$ cat src/rtl/mem_port_arbiter_pkg.sv
// Shared arbiter definitions: FSM state encodings and the default timeout bound.
package mem_port_arbiter_pkg;

    typedef enum logic [1:0] {
        IDLE  = 2'd0,
        DATA  = 2'd1,
        FETCH = 2'd2
    } arb_state_e;

    localparam int unsigned MAX_WAIT_DEFAULT = 15;

endpackage

$ cat src/rtl/mem_wait_timer.sv
// Wait timer for an outstanding memory request: loaded at grant, counts down while
// the request is unanswered, and flags expiry on the MAX_WAIT-th unanswered cycle.
module mem_wait_timer
    import mem_port_arbiter_pkg::*;
#(
    parameter int unsigned MAX_WAIT = MAX_WAIT_DEFAULT
) (
    input  logic clk,
    input  logic reset,
    input  logic start,
    input  logic active,
    input  logic ready,
    output logic expired
);

    localparam int unsigned CW = $clog2(MAX_WAIT + 1);

    logic [CW-1:0] cnt_q, cnt_d;

    // A terminal count of zero means this is the last cycle the request may wait.
    always_comb begin
        cnt_d = cnt_q;
        if (start) begin
            cnt_d = CW'(MAX_WAIT - 1);
        end else if (active && !ready && (cnt_q != '0)) begin
            cnt_d = cnt_q - CW'(1);
        end
    end

    assign expired = active && !ready && (cnt_q == '0);

    always_ff @(posedge clk) begin
        if (reset) begin
            cnt_q <= '0;
        end else begin
            cnt_q <= cnt_d;
        end
    end

endmodule

$ cat src/rtl/mem_port_arbiter.sv
// Shares the single-port memory between instruction fetch and the load/store stage,
// stalling the pipeline until every access of the current pipeline cycle completes.
//
// state | meaning
// IDLE  | no request outstanding; grants a pending data access first, then a fetch
// DATA  | load/store on the memory port, waiting for mem_ready or timeout
// FETCH | instruction fetch on the memory port, waiting for mem_ready or timeout
module mem_port_arbiter
    import mem_port_arbiter_pkg::*;
#(
    parameter int unsigned LEN_ADDR = 32,
    parameter int unsigned LEN_DATA = 32,
    parameter int unsigned MAX_WAIT = MAX_WAIT_DEFAULT
) (
    input  logic                clk,
    input  logic                reset,
    input  logic                if_req,
    input  logic [LEN_ADDR-1:0] if_addr,
    output logic [LEN_DATA-1:0] if_rdata,
    output logic                if_done,
    input  logic                d_read,
    input  logic                d_write,
    input  logic [LEN_ADDR-1:0] d_addr,
    input  logic [LEN_DATA-1:0] d_wdata,
    output logic [LEN_DATA-1:0] d_rdata,
    output logic                d_done,
    output logic                mem_req,
    output logic                mem_we,
    output logic [LEN_ADDR-1:0] mem_addr,
    output logic [LEN_DATA-1:0] mem_wdata,
    input  logic [LEN_DATA-1:0] mem_rdata,
    input  logic                mem_ready,
    output logic                stall,
    output logic                timeout_err
);

    arb_state_e          state_q, state_d;
    logic                mem_req_q, mem_req_d;
    logic                mem_we_q, mem_we_d;
    logic [LEN_ADDR-1:0] mem_addr_q, mem_addr_d;
    logic [LEN_DATA-1:0] mem_wdata_q, mem_wdata_d;
    logic [LEN_DATA-1:0] if_rdata_q, if_rdata_d;
    logic [LEN_DATA-1:0] d_rdata_q, d_rdata_d;
    logic                if_done_q, if_done_d;
    logic                d_done_q, d_done_d;
    logic                if_served_q, if_served_d;
    logic                d_served_q, d_served_d;
    logic                timeout_err_q, timeout_err_d;

    logic if_pend, d_pend;
    logic grant, expired, if_cmpl, d_cmpl;

    // The done pulse masks the request for the cycle before the served flag is seen.
    assign if_pend = if_req && !if_served_q && !if_done_q;
    assign d_pend  = (d_read || d_write) && !d_served_q && !d_done_q;
    assign stall   = if_pend || d_pend;

    mem_wait_timer #(
        .MAX_WAIT (MAX_WAIT)
    ) u_wait_timer (
        .clk     (clk),
        .reset   (reset),
        .start   (grant),
        .active  (mem_req_q),
        .ready   (mem_ready),
        .expired (expired)
    );

    always_comb begin
        state_d       = state_q;
        mem_req_d     = mem_req_q;
        mem_we_d      = mem_we_q;
        mem_addr_d    = mem_addr_q;
        mem_wdata_d   = mem_wdata_q;
        if_rdata_d    = if_rdata_q;
        d_rdata_d     = d_rdata_q;
        if_done_d     = 1'b0;
        d_done_d      = 1'b0;
        timeout_err_d = timeout_err_q;
        grant         = 1'b0;
        if_cmpl       = 1'b0;
        d_cmpl        = 1'b0;

        unique case (state_q)
            IDLE: begin
                if (d_pend) begin
                    state_d     = DATA;
                    grant       = 1'b1;
                    mem_req_d   = 1'b1;
                    mem_we_d    = d_write;
                    mem_addr_d  = d_addr;
                    mem_wdata_d = d_wdata;
                end else if (if_pend) begin
                    state_d    = FETCH;
                    grant      = 1'b1;
                    mem_req_d  = 1'b1;
                    mem_we_d   = 1'b0;
                    mem_addr_d = if_addr;
                end
            end
            DATA: begin
                if (mem_ready || expired) begin
                    d_cmpl    = 1'b1;
                    d_done_d  = 1'b1;
                    mem_req_d = 1'b0;
                    mem_we_d  = 1'b0;
                    state_d   = IDLE;
                    if (!mem_we_q) begin
                        d_rdata_d = mem_ready ? mem_rdata : '0;
                    end
                    if (!mem_ready) begin
                        timeout_err_d = 1'b1;
                    end else if (if_pend) begin
                        state_d    = FETCH;
                        grant      = 1'b1;
                        mem_req_d  = 1'b1;
                        mem_addr_d = if_addr;
                    end
                end
            end
            FETCH: begin
                if (mem_ready || expired) begin
                    if_cmpl    = 1'b1;
                    if_done_d  = 1'b1;
                    mem_req_d  = 1'b0;
                    mem_we_d   = 1'b0;
                    state_d    = IDLE;
                    if_rdata_d = mem_ready ? mem_rdata : '0;
                    if (!mem_ready) begin
                        timeout_err_d = 1'b1;
                    end
                end
            end
            default: state_d = IDLE;
        endcase
    end

    // A pipeline advance starts a new cycle, so it wins over a completion (flush case).
    assign if_served_d = stall ? (if_served_q || if_cmpl) : 1'b0;
    assign d_served_d  = stall ? (d_served_q || d_cmpl) : 1'b0;

    always_ff @(posedge clk) begin
        if (reset) begin
            state_q       <= IDLE;
            mem_req_q     <= 1'b0;
            mem_we_q      <= 1'b0;
            mem_addr_q    <= '0;
            mem_wdata_q   <= '0;
            if_rdata_q    <= '0;
            d_rdata_q     <= '0;
            if_done_q     <= 1'b0;
            d_done_q      <= 1'b0;
            if_served_q   <= 1'b0;
            d_served_q    <= 1'b0;
            timeout_err_q <= 1'b0;
        end else begin
            state_q       <= state_d;
            mem_req_q     <= mem_req_d;
            mem_we_q      <= mem_we_d;
            mem_addr_q    <= mem_addr_d;
            mem_wdata_q   <= mem_wdata_d;
            if_rdata_q    <= if_rdata_d;
            d_rdata_q     <= d_rdata_d;
            if_done_q     <= if_done_d;
            d_done_q      <= d_done_d;
            if_served_q   <= if_served_d;
            d_served_q    <= d_served_d;
            timeout_err_q <= timeout_err_d;
        end
    end

    assign mem_req     = mem_req_q;
    assign mem_we      = mem_we_q;
    assign mem_addr    = mem_addr_q;
    assign mem_wdata   = mem_wdata_q;
    assign if_rdata    = if_rdata_q;
    assign d_rdata     = d_rdata_q;
    assign if_done     = if_done_q;
    assign d_done      = d_done_q;
    assign timeout_err = timeout_err_q;

endmodule
$ cat config.mk
export PLATFORM = sky130hd
export DESIGN_NAME = mem_port_arbiter
export DESIGN_NICKNAME = d
export VERILOG_FILES = /design/src/rtl/mem_port_arbiter_pkg.sv /design/src/rtl/mem_wait_timer.sv /design/src/rtl/mem_port_arbiter.sv
export SDC_FILE = /design/constraint.sdc
export NUM_CORES = 1
export LEC_CHECK = 0
export ABC_AREA = 1
export CORE_MARGIN = 4
export CORE_UTILIZATION = 43
export DETAILED_ROUTE_END_ITERATION = 10
export PLACE_DENSITY = 0.88
export SLEW_MARGIN = 20
export SYNTH_ARGS = -nofsm -noshare
export SYNTH_HDL_FRONTEND = slang
export SYNTH_SLANG_ARGS = --single-unit
$ cat constraint.sdc
create_clock -name clk -period 3.9 [get_ports clk]
set_input_delay 0.975 -clock clk [delete_from_list [all_inputs] [get_ports clk]]
set_output_delay 0.975 -clock clk [all_outputs]
set_load 0.05 [all_outputs]
==> impl_metrics.ini <==
[floorplan]
coreArea_sq_um = 13900
dieArea_sq_um = 16200
initial_core_util_pct = 44.0
dieWidth_um = 127
io_pins = 268
die_h_um = 127
rows = 43

[critical_path]
critPathCaptureType = primary output
crit_chain = clkdlybuf4s50_1 -> inv_1 -> nand2_1 -> nand2_2 -> nand2_1 -> buf_12
critPathMaxFanout = 5
slowest_stage = clkdlybuf4s50_1
cp.arrival_ps = 2050
crit_top_cell = nand2_1
cp.required_ps = 2920
crit_buf_inv = 3
start_kind = input pin
crit_type = input pin to primary output
critPathTopFamily = buffers and inverters
slowest_delay_ps = 490

[routing]
vias = 6492
drtIter0Drc = 557
topRoutingLayerUsed = met5
ant_nets = 0
drt-pass1-iter-count = 7
wl_met3_mm = 1.61
wl_per_cell_um = 15.3
vias_per_cell = 5.04
drt-met1-wl_mm = 7.73
drcViolationCount = 0
routed_wl_mm = 19.7
wl_met2_mm = 9.80

[clock_network]
htreeDepth = 4
numClockSinks = 141
clkLatencyLatePin_ps = 420
cts_tree = built
ctsRootBufferMaster = clkbuf_16
postCtsSetupRepairBufs = 0
cts_resized = 0
clk_pin_slew_ps = 60
max-clock-path-buffers = 2
postCtsHoldBufs = 0
cts_buffers = 17

[place]
gp_congestion = 0.826
dp_cells = 1255
io_buffers = 267
place_hpwl_mm = 13.4

[layout]
final_common_cell = clkdlybuf4s50_1
mostFrequentLayoutCells = clkdlybuf4s50_1, nand2_1, dfxtp_1
drive_gt1_share_pct = 5.33
final_util_pct = 67.4
area_delta_synth_final_pct = 53.0
final_nets = 1234
n_antenna_cell = 0
fin_cells = 1287

[synth]
synth_xor_xnor_area_share_pct = 0.428
syn_inst = 858
synth_top_family_by_area = simple AND/OR/NAND/NOR gates
synth-compound-area-share_pct = 15.0
synth_cell_types = 28
synthesis.area_per_instance_sq_um = 7.15
synthAdderAreaFrac_pct = 1.22
synthSimpleGateAreaFrac_pct = 28.1
seq_area_frac_synth_pct = 46.0
synth_warnings = 0
synth-seq-cells = 141
synthMuxAreaShare_pct = 0
syn_area_sq_um = 6130
syn-num-nets = 998

[pwr]
irDropWorstVdd_v = 0.000615
total_power_mw = 7.62
p_leak_nw = 3.83
power_density_nw_per_um2 = 812

[global_routing]
gr-total-overflow = 0
grt_pass1_wl_mm = 31.2
grt_pass1_vias = 6271
grt_usage_pct = 23.6
grt_max_degree = 84
antenna_found_initial = 1

[status]
status = completed

[sta]
skew_ps = 7.88
fmax_mhz = 331
finalHoldViolCount = 0
worst_slew_margin_rel_pct = 35.5
setup_viol = 0
worst_pin_slew_ps = 966
period_minus_slack_ps = 3020
layout_worst_path_cycle_share_pct = 77.6
grt_setup_unrepaired = false
tns_ps = 0
timing.final.max_slew_violations = 0

[run]
maxCapViolCount = 0

[min_path]
hold_path.class = register to register
## kinds of logic after synthesis
kind of cell,after synthesis
fa+ha+maj,6
xor+xnor,3
compound gates,180
simple gates,401
buf+inv,127
flops,141
## path summary, 6_finish.rpt
| check | startpoint | to | slack, ps | cells past startpoint |
|---|---|---|---|---|
| min | if_rdata[26] | if_rdata[26] | 460 | 2 |
| min reg2reg | if_rdata[26] | if_rdata[26] | 460 | 2 |
| max | d_write | stall | 880 | 6 |
| max reg2reg | state_q[0] | mem_addr[1] | 1710 | 7 |
## tightest hold or removal path, stage by stage (launching register included)
cell and delay, ps:
dfxtp_1 310, nand2_1 60, a21oi_1 50
## registers in the layout (all words and copies together) (netlist names)
name                flops
d_rdata                32
mem_req                 1
d_done                  1
mem_we                  1
u_wait_timer.cnt_q      4
mem_wdata              32
d_served_q              1
if_served_q             1
timeout_err             1
mem_addr               32
if_rdata               32
if_done                 1
state_q                 2
## cell type report
type,count,area [sq um]
Multi-Input combinational cell,590,2740
Timing Repair Buffer,279,2770
Fill cell,1143,4550
Clock buffer,19,443
Clock inverter,13,140
Tap cell,180,225
Sequential cell,141,2820
Inverter,65,244
## routing by layer
metal	global-route usage [%]	up-vias
li1	-	3241
met1	27.2	2946
met4	10.2	2
met3	8.28	42
met2	39.7	261
met5	0	-
## through the flow
step	cell area, sq um	worst slack, ps	hold slack [ps]
global route	9390	766	477
floorplan	6130	1350	440
detailed placement	8800	899	451
finish	9390	875	460
CTS	9390	880	460
global placement	8800	922	446
## cell usage after synthesis
cell	count	share of area (%)
buf_4	10	1.2
dfxtp_1	141	46
ha_1	6	1.2
nor2_2	3	0.31
nor2_1	77	4.7
nand4_1	32	3.3
clkbuf_1	28	1.7
or2_2	1	0.10
buf_6	4	0.73
clkbuf_2	2	0.16
o21ai_1	6	0.49
nand3_4	2	0.57
nand3_2	1	0.16
buf_1	1	0.061
nor2_8	1	0.33
buf_2	17	1.4
o21ai_4	1	0.27
nand2_8	1	0.33
xor2_1	3	0.43
o21ai_0	66	5.4
nand2_1	240	15
inv_1	65	4.0
a21oi_1	105	8.6
nand2_4	1	0.18
nand2_2	2	0.20
o21ai_2	1	0.14
o21a_1	1	0.12
nand3_1	40	3.3
## power by group
| part | switching (mW) | leakage [nW] | internal, mW |
|---|---|---|---|
| clock | 0.630 | 0.276 | 0.961 |
| combinational | 2.75 | 2.40 | 1.23 |
| sequential | 0.217 | 1.16 | 1.84 |
| total | 3.60 | 3.83 | 4.03 |
(Power assumes the default switching activity.)
